==> src/rtl/mips_pkg.sv <==
// Shared Mini-MIPS definitions: multiply/divide opcodes, MDU state encoding and iteration count.
package mips_pkg;

    localparam logic [1:0] MDU_OP_MULT  = 2'd0;
    localparam logic [1:0] MDU_OP_MULTU = 2'd1;
    localparam logic [1:0] MDU_OP_DIV   = 2'd2;
    localparam logic [1:0] MDU_OP_DIVU  = 2'd3;

    localparam int MDU_ITER = 32;

    typedef enum logic [2:0] {
        IDLE,
        CALC,
        FIX_LO,
        FIX_HI,
        DONE
    } mdu_state_t;

endpackage

==> src/rtl/adder_32bit.sv <==
// 32-bit two-operand adder with carry-in, carry-out and signed overflow.
// Purely combinational; no flow control.
module adder_32bit (
    input  logic [31:0] a,
    input  logic [31:0] b,
    input  logic        cin,
    output logic [31:0] sum,
    output logic        cout,
    output logic        overflow
);

    assign {cout, sum} = {1'b0, a} + {1'b0, b} + {32'b0, cin};
    assign overflow    = (a[31] == b[31]) && (sum[31] != a[31]);

endmodule

==> src/rtl/mdu_iterative.sv <==
// Shift-add multiplier / restoring divider for MULT(U)/DIV(U) writing HI/LO, built around one adder.
// 35 cycles from accept to done (1 on divide-by-zero); start ignored while busy or done.
module mdu_iterative
    import mips_pkg::*;
#(
    parameter int          WIDTH      = 32,
    parameter logic [31:0] DIVZERO_LO = 32'hFFFF_FFFF
) (
    input  logic             clk,
    input  logic             rst_n,
    input  logic             start,
    input  logic [1:0]       op,
    input  logic [WIDTH-1:0] a,
    input  logic [WIDTH-1:0] b,
    output logic             busy,
    output logic             done,
    output logic [WIDTH-1:0] hi,
    output logic [WIDTH-1:0] lo,
    output logic             div_by_zero
);

    if (WIDTH != 32) begin : g_width_chk
        $error("mdu_iterative: WIDTH must be 32 to match adder_32bit");
    end

    localparam logic [4:0] ITER_LAST = 5'(MDU_ITER - 1);

    mdu_state_t       state;
    logic             is_div, sign_q, sign_r, b_neg, fix_c, dbz_pend;
    logic [WIDTH-1:0] mcand, acc_hi, acc_lo;
    logic [4:0]       count;

    logic             signed_op, dbz, accept;
    logic [WIDTH-1:0] add_a, add_b, add_sum, rem_sh, mul_hi;
    logic             add_cin, add_cout, add_unused_ovf, mul_c, div_take;

    assign signed_op = ~op[0];
    assign dbz       = op[1] && (b == '0);
    assign accept    = (state == IDLE) && start && !done;
    assign rem_sh    = {acc_hi[WIDTH-2:0], acc_lo[WIDTH-1]};
    assign mul_hi    = acc_lo[0] ? add_sum : acc_hi;
    assign mul_c     = acc_lo[0] & add_cout;
    assign div_take  = acc_hi[WIDTH-1] | add_cout;

    // Only |a| is stored; a negative b is kept raw because rem - |b| == rem + b and
    // acc + |b| == acc + ~b + 1 produce the same 33-bit sum, so one negation suffices.
    always_comb begin
        add_a   = '0;
        add_b   = '0;
        add_cin = 1'b0;
        case (state)
            IDLE: begin
                add_a   = ~a;
                add_cin = 1'b1;
            end
            CALC: begin
                if (is_div) begin
                    add_a   = rem_sh;
                    add_b   = b_neg ? mcand : ~mcand;
                    add_cin = ~b_neg;
                end else begin
                    add_a   = acc_hi;
                    add_b   = b_neg ? ~mcand : mcand;
                    add_cin = b_neg;
                end
            end
            FIX_LO: begin
                add_a   = ~acc_lo;
                add_cin = 1'b1;
            end
            FIX_HI: begin
                add_a   = ~acc_hi;
                add_cin = is_div ? 1'b1 : fix_c;
            end
            default: ;
        endcase
    end

    adder_32bit u_adder (
        .a        (add_a),
        .b        (add_b),
        .cin      (add_cin),
        .sum      (add_sum),
        .cout     (add_cout),
        .overflow (add_unused_ovf)
    );

    always_ff @(posedge clk) begin
        if (!rst_n) begin
            state       <= IDLE;
            busy        <= 1'b0;
            done        <= 1'b0;
            div_by_zero <= 1'b0;
            hi          <= '0;
            lo          <= '0;
            is_div      <= 1'b0;
            sign_q      <= 1'b0;
            sign_r      <= 1'b0;
            b_neg       <= 1'b0;
            fix_c       <= 1'b0;
            dbz_pend    <= 1'b0;
            mcand       <= '0;
            acc_hi      <= '0;
            acc_lo      <= '0;
            count       <= '0;
        end else begin
            done <= (state == DONE);
            busy <= (state == CALC) || (state == FIX_LO) || (state == FIX_HI);
            case (state)
                IDLE: begin
                    if (accept) begin
                        is_div      <= op[1];
                        sign_q      <= signed_op & (a[WIDTH-1] ^ b[WIDTH-1]);
                        sign_r      <= signed_op & a[WIDTH-1];
                        b_neg       <= signed_op & b[WIDTH-1];
                        mcand       <= b;
                        acc_hi      <= '0;
                        acc_lo      <= (signed_op && a[WIDTH-1] && !dbz) ? add_sum : a;
                        count       <= ITER_LAST;
                        div_by_zero <= 1'b0;
                        dbz_pend    <= dbz;
                        state       <= dbz ? DONE : CALC;
                    end
                end
                CALC: begin
                    if (is_div) begin
                        acc_hi <= div_take ? add_sum : rem_sh;
                        acc_lo <= {acc_lo[WIDTH-2:0], div_take};
                    end else begin
                        acc_hi <= {mul_c, mul_hi[WIDTH-1:1]};
                        acc_lo <= {mul_hi[0], acc_lo[WIDTH-1:1]};
                    end
                    if (count == '0) state <= FIX_LO;
                    else             count <= count - 5'd1;
                end
                FIX_LO: begin
                    lo    <= sign_q ? add_sum : acc_lo;
                    fix_c <= add_cout;
                    state <= FIX_HI;
                end
                FIX_HI: begin
                    hi    <= (is_div ? sign_r : sign_q) ? add_sum : acc_hi;
                    state <= DONE;
                end
                DONE: begin
                    if (dbz_pend) begin
                        lo          <= DIVZERO_LO;
                        hi          <= acc_lo;
                        div_by_zero <= 1'b1;
                    end
                    state <= IDLE;
                end
                default: state <= IDLE;
            endcase
        end
    end

endmodule

==> config.mk <==
export PLATFORM = sky130hd
export DESIGN_NAME = mdu_iterative
export DESIGN_NICKNAME = d
export VERILOG_FILES = /design/src/rtl/mips_pkg.sv /design/src/rtl/adder_32bit.sv /design/src/rtl/mdu_iterative.sv
export SDC_FILE = /design/constraint.sdc
export NUM_CORES = 1
export LEC_CHECK = 0
export BUFFER_PORTS_ARGS = -buffer_cell sky130_fd_sc_hd__buf_2
export CAP_MARGIN = 10
export CORE_MARGIN = 2
export CORE_UTILIZATION = 33
export CTS_BUF_LIST = sky130_fd_sc_hd__clkbuf_16
export CTS_CLUSTER_SIZE = 10
export DETAILED_ROUTE_END_ITERATION = 10
export PLACE_DENSITY_LB_ADDON = 0.1
export SETUP_SLACK_MARGIN = 0.15
export SLEW_MARGIN = 20
export SYNTH_ARGS = -nofsm -noshare
export SYNTH_HDL_FRONTEND = slang
export SYNTH_SLANG_ARGS = --single-unit
==> constraint.sdc <==
create_clock -name clk -period 4.5 [get_ports clk]
set_input_delay 0.9 -clock clk [delete_from_list [all_inputs] [get_ports clk]]
set_output_delay 0.9 -clock clk [all_outputs]
set_load 0.02 [all_outputs]
==> flow_metrics.py, run 1 <==
metrics = {
    "global_route": {
        "track_usage_pct": 24.7,
        "grt_pass1_wl_um": 72500,
        "antenna_found_initial": 1,
        "grt_overflow": 0,
        "grt_pass1_vias": 11600,
        "grt_max_degree": 77,
    },
    "drt": {
        "avgRoutedWirePerCell_um": 21.8,
        "viasPerCell": 5.71,
        "dr.pass1.iters": 5,
        "drc": 0,
        "m1WireLength_um": 23800,
        "totalWireLength_um": 47300,
        "antenna_left": 0,
        "route.vias.total": 12400,
        "top_layer": "met5",
        "wl_met3_um": 3210,
        "drtIter0Drc": 1239,
        "wl_met2_um": 19500,
    },
    "worst_setup_path": {
        "arrival_ps": 4440,
        "worstReg2RegEnd": "acc_hi[5]",
        "critPathMaxFanout": 31,
        "rr_worst_depth": 16,
        "start_kind": "flop",
        "required_ps": 4820,
        "reg2reg_slack_ps": 380,
        "endpoint_kind": "flop",
        "reg2reg_from": "is_div",
        "critPathKind": "flop to flop",
    },
    "cells_and_area": {
        "finish.net_count": 1803,
        "diodes": 0,
        "final_util_pct": 40.2,
        "fillers": 3750,
        "drive_gt1_share_pct": 19.2,
        "areaGrowthSynthToFinish_pct": 19.7,
        "final_cells": 2173,
    },
    "logic_synthesis": {
        "muxShareOfSynthArea_pct": 11.4,
        "synth_edf_count": 0,
        "yosys.area_share.simple_pct": 17.7,
        "synth.avg_cell_area_um2": 7.63,
        "yosys.area.top_type": "dfxtp_1",
        "synth_fa_ha_area_share_pct": 3.78,
        "synth_xor_area_share_pct": 4.75,
        "synth_compound_area_share_pct": 27.9,
        "synth_top_family_by_area": "compound AO/OA/AOI/OAI gates",
        "synth_flop_cell": "dfxtp_1",
        "syn-num-nets": 1675,
        "async_flop_share_pct": 0,
        "synthesis.area_um2": 12000,
        "ys.warnings.count": 0,
        "ys_top_cells_by_area": "dfxtp_1 (30%), mux2i_1 (9.0%), a21oi_1 (7.8%)",
        "synth_top_cell_area_share_pct": 29.6,
        "synth-seq-cells": 177,
        "yosysSeqAreaShare_pct": 29.6,
        "yosysUniqueCellTypes": 74,
        "syn_inst": 1571,
    },
    "run": {
        "cap_violations": 0,
    },
    "floorplanning": {
        "io_pins": 136,
        "die_area_um2": 37900,
        "core_um2": 35700,
        "die_h_um": 195,
        "rows": 69,
        "die_w_um": 195,
        "initial_core_util_pct": 33.6,
    },
    "power_and_ir_drop": {
        "irDropWorstVdd_uv": 394,
        "leakagePower_nw": 5.33,
        "power.total_mw": 10.7,
        "powerDensity_nw_per_um2": 749,
    },
    "min_path": {
        "holdPathEnd": "hi[6]",
        "min_path_cells": 2,
        "hold_path.class": "flop to flop",
        "min_from": "hi[6]",
    },
    "timing": {
        "min_period_ps": 4120,
        "relSlewSlack_pct": 34.0,
        "drv_slew": 0,
        "setup_tns_ps": 0,
        "hold_violations": 0,
        "fin_hold_ws_ps": 454,
        "clock_skew_ps": 15.8,
        "worst_pin_slew_ps": 987,
        "finalCritPeriodShare_pct": 91.6,
        "setup-violations-final": 0,
        "rsz0062_at_grt": "false",
        "fmax_mhz": 243,
    },
    "clock_tree": {
        "cts_made_buffers": 17,
        "cts_tree": "done",
        "clk_pin_slew_ps": 70,
        "h-tree-depth": 4,
        "clockRootBuffer": "clkbuf_16",
        "clk_latency_ps": 470,
        "cts_buffer_depth": 2,
        "cts_sinks": 177,
    },
    "placement": {
        "hpwl_um": 33800,
        "dp.cells": 2138,
        "portBuffers": 135,
        "globalplace.congestion": 0.892,
    },
    "status": {
        "status": "completed",
    },
}
==> per-stage QoR <==
stage	instance area, um2	setup WS [ps]
floorplan	12000	156
global placement	13700	62.1
detailed placement	13700	29.8
CTS	14300	151
global route	14300	164
finish	14300	380
==> layer usage <==
layer,vias up,track usage (%)
li1,6012,-
met1,5896,37.5
met2,443,35.2
met3,45,4.25
met4,2,6.75
met5,-,0
==> flip-flops by register name, indices dropped and copies added (netlist names) <==
register and count:
dbz_pend 1, b_neg 1, mcand 32, fix_c 1
state 3, hi 32, done 1, div_by_zero 1
acc_hi 32, is_div 1, sign_q 1, busy 1
sign_r 1, count 5, lo 32, acc_lo 32
==> power by group <==
group / leakage (nW) / internal (mW) / switching (mW)
logic: 3.60 / 2.56 / 4.30
registers: 1.44 / 1.92 / 0.387
clock network: 0.285 / 0.825 / 0.739
==> critical path: stages (launching register included) <==
cell	delay, ps
dfxtp_4	470
buf_16	240
mux2i_1	210
o22a_1	160
o221ai_2	130
buf_4	170
ha_1	280
and4_1	230
nand2_1	80
or3_1	350
or2_1	240
a2111o_1	520
nand2_4	100
buf_12	180
mux2_2	350
a21oi_1	140
o21ai_0	80
==> how the worst max path moves through the flow <==
stage	endpoint	slack (ps)	depth (start not counted)	startpoint
after floorplan	acc_hi[19]	160	19	state[0]
after global placement	acc_hi[27]	60	14	a[0]
after detailed placement	acc_hi[27]	30	14	a[0]
after CTS	acc_hi[5]	150	16	state[0]
after global routing	acc_hi[13]	160	16	is_div
final	acc_hi[5]	380	16	is_div
==> cells by family (layout without fill, tap and decap cells) <==
| family | Yosys count | after routing |
|---|---|---|
| multiplexers | 133 | 133 |
| adder cells (fa/ha/maj) | 35 | 35 |
| flip-flops | 177 | 177 |
| AND/OR/NAND/NOR | 488 | 488 |
| buffers and inverters | 147 | 288 |
| XOR/XNOR | 65 | 65 |
| AO/OA/AOI/OAI | 526 | 526 |
==> placed cells by master, fill, tap and decap left out, drive strengths merged, types with 36 or more instances in the layout <==
cell / count
a21oi: 188
o221ai: 36
dfxtp: 177
nand2: 230
nor2: 128
o21ai: 104
buf: 242
xnor2: 49
mux2i: 108
==> synth_stat cells (all sizes together), types with 4 or more instances <==
| master | count |
|---|---|
| buf | 21 |
| a2111oi | 5 |
| a31oi | 33 |
| dfxtp | 177 |
| a21o | 14 |
| nor3 | 28 |
| nand3b | 5 |
| o21ai | 104 |
| or3 | 8 |
| nand4 | 12 |
| nor2b | 8 |
| nor2 | 128 |
| mux2i | 108 |
| xnor2 | 49 |
| a22oi | 4 |
| mux2 | 25 |
| o221ai | 36 |
| and2 | 7 |
| o211ai | 28 |
| nand2 | 230 |
| a22o | 6 |
| a311oi | 9 |
| o22a | 32 |
| nor4 | 8 |
| ha | 33 |
| a21oi | 188 |
| xor2 | 16 |
| inv | 13 |
| a32o | 4 |
| a211oi | 20 |
| or4 | 4 |
| clkbuf | 112 |
| nand3 | 33 |
| o22ai | 6 |
==> repair_timing <==
item	CTS	global route
endpoints found under the hold margin	0	0
endpoints found under the setup margin	11	75
resized for setup	1	20
pin swaps	1	0
setup buffers	2	1
hold buffers	0	0
==> final cells by class <==
cell class              instances  area, um2  area share [%]
clock buffers                  17        425            2.97
clock inverters                15        155            1.08
flip-flops and latches        177       3560            24.8
well taps                     461        577            4.02
repair buffers                242       1630            11.4
inverters                      14       53.8           0.375
multi-input cells            1247       7950            55.4
Note: power is estimated with default switching activity, not from simulation.
==> run 2, diff against run 1 <==
--- a/config.mk
+++ b/config.mk
@@ -6,10 +6,10 @@
 export NUM_CORES = 1
 export LEC_CHECK = 0
 export BUFFER_PORTS_ARGS = -buffer_cell sky130_fd_sc_hd__buf_2
-export CAP_MARGIN = 10
+export CAP_MARGIN = 20
 export CORE_MARGIN = 2
 export CORE_UTILIZATION = 33
-export CTS_BUF_LIST = sky130_fd_sc_hd__clkbuf_16
+export CTS_BUF_LIST = sky130_fd_sc_hd__clkbuf_8
 export CTS_CLUSTER_SIZE = 10
 export DETAILED_ROUTE_END_ITERATION = 10
 export PLACE_DENSITY_LB_ADDON = 0.1
==> flow_metrics.py, run 2 (synthesis results as in run 1) <==
metrics = {
    "status": {
        "status": "completed",
    },
    "worst_setup_path": {
        "reg2reg_from": "state[1]",
        "required_ps": 4870,
        "endpoint_kind": "flop",
        "reg2reg_slack_ps": 340,
        "arrival_ps": 4530,
        "rr_worst_depth": 16,
        "cp_top_family": "simple AND/OR/NAND/NOR gates",
        "cpPeakStageDelay_ps": 520,
        "critPathMaxFanout": 22,
        "path_cells": "nand2_1 -> or2_2 -> buf_4 -> o221ai_2 -> buf_4 -> ha_1 -> and4_1 -> nand2_1 -> or3_1 -> or2_1 -> a2111o_1 -> nand2_4 -> buf_12 -> mux2_2 -> a21oi_1 -> o21ai_0",
        "worst-path-stages": 16,
        "start_kind": "flop",
        "cp_num_buf_inv": 3,
        "worstReg2RegEnd": "acc_hi[5]",
        "critPathKind": "flop to flop",
        "cp_slowest_cell": "a2111o_1",
    },
    "cells_and_area": {
        "drive_gt1_share_pct": 19.3,
        "finish.net_count": 1805,
        "areaGrowthSynthToFinish_pct": 18.2,
        "layout_common_cells": "nand2_1 (229), a21oi_1 (186), dfxtp_1 (171)",
        "final_util_pct": 39.7,
        "layout_commonest_cell": "nand2_1",
        "diodes": 0,
    },
    "global_route": {
        "grt_overflow": 0,
        "grt_pass1_wl_um": 72400,
        "antenna_found_initial": 1,
        "grt_max_degree": 77,
        "track_usage_pct": 24.6,
        "grt_pass1_vias": 11600,
    },
    "floorplanning": {
        "initial_core_util_pct": 33.6,
        "die_h_um": 195,
        "die_area_um2": 37900,
        "rows": 69,
        "core_um2": 35700,
        "io_pins": 136,
        "die_w_um": 195,
    },
    "timing": {
        "min_period_ps": 4160,
        "relSlewSlack_pct": 34.1,
        "rsz0062_at_grt": "false",
        "hold_violations": 0,
        "setup-violations-final": 0,
        "worst_pin_slew_ps": 986,
        "clock_skew_ps": 20.4,
        "setup_tns_ps": 0,
        "drv_slew": 0,
        "finalCritPeriodShare_pct": 92.5,
        "fmax_mhz": 240,
    },
    "power_and_ir_drop": {
        "leakagePower_nw": 5.25,
        "irDropWorstVdd_uv": 340,
        "powerDensity_nw_per_um2": 732,
    },
    "clock_tree": {
        "ctsHoldBuffers": 0,
        "cts_made_buffers": 17,
        "h-tree-depth": 4,
        "cts_buffer_depth": 2,
        "clockRootBuffer": "clkbuf_8",
        "cts_tree": "done",
        "clk_latency_ps": 510,
        "cts_sinks": 177,
        "clk_pin_slew_ps": 110,
    },
    "drt": {
        "drtIter0Drc": 1233,
        "viasPerCell": 5.73,
        "totalWireLength_um": 47400,
        "drc": 0,
        "avgRoutedWirePerCell_um": 21.8,
        "dr.pass1.iters": 6,
        "route.vias.total": 12500,
        "antenna_left": 0,
    },
    "min_path": {
        "holdPathEnd": "hi[13]",
        "hold_path.class": "flop to flop",
        "min_path_cells": 2,
        "min_from": "hi[13]",
    },
    "run": {
        "cap_violations": 0,
    },
    "placement": {
        "globalplace.congestion": 0.892,
        "portBuffers": 135,
        "hpwl_um": 33800,
    },
}
-- run 2: cell count changes in the layout (fill, tap and decap cells not counted) --
cell | previous run | this run
clkbuf_16 | 17 | 0
o21ai_1 | 6 | 4
clkbuf_8 | 0 | 17
buf_4 | 94 | 95
o21ai_0 | 98 | 100
xor2_1 | 13 | 14
buf_12 | 10 | 11
xor2_2 | 2 | 1
-- run 2: worst min-delay path: stages, from the launching register on --
cell,delay (ps)
dfxtp_1,320
nand2_1,50
a21oi_1,50
-- run 2: how the worst max path moves through the flow --
stage | start | slack, ps | endpoint
2_1_floorplan | state[0] | 160 | acc_hi[19]
3_3_place_gp | a[0] | 60 | acc_hi[27]
3_5_place_dp | a[0] | 30 | acc_hi[27]
4_1_cts | state[0] | 200 | acc_hi[5]
5_1_grt | state[0] | 150 | hi[31]
6_report | state[1] | 340 | acc_hi[5]
-- run 2: layout make-up --
class                           count  area (um2)
Clock buffer                       17         234
Timing Repair Buffer              244        1660
Clock inverter                     15         155
Tap cell                          461         577
Sequential cell                   177        3560
Multi-Input combinational cell   1247        7940
Fill cell                        3778       21500
Inverter                           14        53.8
-- run 2: report_power, final --
part           internal [mW]  switching, mW
Combinational           2.58           4.31
Clock                  0.499          0.688
Sequential              1.92          0.387
-- run 2: timing repair --
item / in CTS / in global routing
gates resized for setup: 2 / 16
pin swaps: 2 / 0
endpoints found under the setup margin: 12 / 68
setup buffers: 3 / 2
-- run 2: routing by layer --
layer  share of wire (%)  GRT usage (%)
met1                  50           37.5
met3                 6.9           4.37
met5               0.027              0
met2                  41           35.1
met4                 1.9           6.41
-- run 2: metrics by stage --
step / cells / total power [mW] / cell area [um2] / hold WS, ps / worst slack, ps
2_1_floorplan: 1571 / 6.22 / 12000 / 446 / 156
3_3_place_gp: 2138 / 8.97 / 13700 / 446 / 62.1
3_5_place_dp: 2138 / 8.98 / 13700 / 441 / 29.8
4_1_cts: 2173 / 10.3 / 14100 / 455 / 204
5_1_grt: 2175 / 11.0 / 14200 / 475 / 153
6_report: 2175 / 10.4 / 14200 / 455 / 338
==> run 3, diff against run 2 <==
--- a/config.mk
+++ b/config.mk
@@ -10,6 +10,7 @@
 export CORE_MARGIN = 2
 export CORE_UTILIZATION = 33
 export CTS_BUF_LIST = sky130_fd_sc_hd__clkbuf_8
+export CTS_CLUSTER_DIAMETER = 60
 export CTS_CLUSTER_SIZE = 10
 export DETAILED_ROUTE_END_ITERATION = 10
 export PLACE_DENSITY_LB_ADDON = 0.1
==> constraint.sdc (replaced) <==
create_clock -name clk -period 5.4 [get_ports clk]
set_input_delay 1.08 -clock clk [delete_from_list [all_inputs] [get_ports clk]]
set_output_delay 1.08 -clock clk [all_outputs]
set_load 0.02 [all_outputs]
==> flow_metrics.py, run 3 (synthesis results as in run 1) <==
metrics = {
    "status": {
        "status": "completed",
    },
    "cells_and_area": {
        "areaGrowthSynthToFinish_pct": 12.7,
        "layout_common_cells": "nand2_1 (228), a21oi_1 (187), dfxtp_1 (175)",
        "finish.net_count": 1737,
        "layout_commonest_cell": "nand2_1",
        "drive_gt1_share_pct": 15.5,
        "postLayoutCellArea_um2": 13500,
        "fillers": 3828,
    },
    "power_and_ir_drop": {
        "power_frac_seq_pct": 24.4,
        "powerDensity_nw_per_um2": 595,
        "irDropWorstVdd_uv": 244,
        "power.total_mw": 8.05,
        "p_switching_mw": 4.34,
        "pwr-share-comb_pct": 62.0,
        "p_int_mw": 3.71,
        "p_clk_share_pct": 13.6,
        "leakagePower_nw": 4.87,
        "swShare_pct": 53.9,
    },
    "timing": {
        "rsz0062_at_grt": "false",
        "relSlewSlack_pct": 36.6,
        "setup_tns_ps": 0,
        "min_period_ps": 4970,
        "setup-violations-final": 0,
        "hold_violations": 0,
        "drv_slew": 0,
        "fmax_mhz": 201,
        "worst_pin_slew_ps": 949,
        "clock_skew_ps": 34.6,
        "finalCritPeriodShare_pct": 92.1,
        "fin_hold_ws_ps": 456,
    },
    "worst_setup_path": {
        "cp_num_buf_inv": 1,
        "critPathKind": "flop to flop",
        "cp_slowest_cell": "or3_1",
        "required_ps": 5840,
        "start_kind": "flop",
        "arrival_ps": 5410,
        "endpoint_kind": "flop",
        "cp_top_family": "compound AO/OA/AOI/OAI gates",
        "crit_top_cell": "o211ai_1",
        "path_cells": "or3_1 -> o22a_1 -> o221ai_1 -> fa_1 -> fa_1 -> a211oi_1 -> o211ai_1 -> a21oi_1 -> buf_4 -> o2111a_1 -> nor2_1 -> o211ai_1 -> mux2i_1 -> a2bb2oi_1 -> o211ai_1",
        "critPathMaxFanout": 16,
        "cpPeakStageDelay_ps": 630,
    },
    "drt": {
        "dr.pass1.iters": 5,
        "drc": 0,
        "totalWireLength_um": 47900,
        "route.vias.total": 12200,
        "antenna_left": 0,
        "viasPerCell": 5.78,
        "drtIter0Drc": 1159,
        "avgRoutedWirePerCell_um": 22.7,
    },
    "placement": {
        "globalplace.congestion": 0.912,
        "portBuffers": 135,
        "dpl_cell_area_um2": 13100,
        "hpwl_um": 34200,
    },
    "clock_tree": {
        "h-tree-depth": 4,
        "cts_made_buffers": 17,
        "cts_sinks": 177,
        "cts_resized": 0,
        "cts_buffer_depth": 2,
        "clockRootBuffer": "clkbuf_8",
        "clk_latency_ps": 530,
        "cts_tree": "done",
        "clk_pin_slew_ps": 110,
        "post-cts-setup-buffer-count": 0,
        "ctsHoldBuffers": 0,
    },
    "floorplanning": {
        "die_w_um": 195,
        "core_um2": 35700,
        "die_area_um2": 37900,
        "io_pins": 136,
        "rows": 69,
        "initial_core_util_pct": 33.6,
        "die_h_um": 195,
    },
    "global_route": {
        "grt_overflow": 0,
        "grt_pass1_wl_um": 72800,
        "antenna_found_initial": 0,
        "grt_pass1_vias": 11400,
        "grt_max_degree": 79,
        "track_usage_pct": 25.0,
    },
    "run": {
        "cap_violations": 0,
    },
    "min_path": {
        "hold_path.class": "flop to flop",
    },
}
-- run 3: per-stage QoR --
| step | utilization (%) | std cells | setup WS, ps |
|---|---|---|---|
| after detailed placement | 36.7 | 2075 | 549 |
| after floorplan | - | 1571 | 821 |
| after global routing | 37.9 | 2107 | 176 |
| final | 37.9 | 2108 | 428 |
| after global placement | 36.6 | 2075 | 575 |
| after CTS | 37.9 | 2107 | 535 |
-- run 3: cell type report --
| class | count | area, um2 | area share, % |
|---|---|---|---|
| timing repair buffer | 176 | 983 | 7.28 |
| sequential | 177 | 3550 | 26.3 |
| inverter | 14 | 53.8 | 0.398 |
| clock inverter | 14 | 194 | 1.43 |
| antenna | 1 | 2.50 | 0.0185 |
| multi-input combinational | 1247 | 7910 | 58.5 |
| clock buffer | 18 | 248 | 1.83 |
| tap | 461 | 577 | 4.27 |
-- run 3: final timing paths --
kind,from,endpoint,slack [ps],cells after the start
setup reg to reg,state[1],acc_hi[27],430,15
hold reg to reg,hi[12],hi[12],460,2
setup / recovery,state[1],acc_hi[27],430,15
hold / removal,hi[12],hi[12],460,2
-- run 3: tightest hold or removal path, stage by stage, from the launching register on --
cell and delay, ps:
dfxtp_1 320, nand2_1 50, a21oi_1 50
-- run 3: metal layers --
metal,vias to the layer above,share of wire (%),track usage [%]
met5,-,0,0
met4,0,1.8,6.92
met3,44,7.7,3.77
met2,473,41,35.1
met1,5794,50,38.8
li1,5877,-,-
-- run 3: power groups by stage --
stage	Clock (mW)	Combinational (mW)	Sequential [mW]
6_report	1.09	4.99	1.97
5_1_grt	1.16	5.40	2.00
4_1_cts	1.11	4.91	1.96
3_5_place_dp	0	4.89	1.99
3_3_place_gp	0	4.88	1.98
2_1_floorplan	0	3.22	1.96
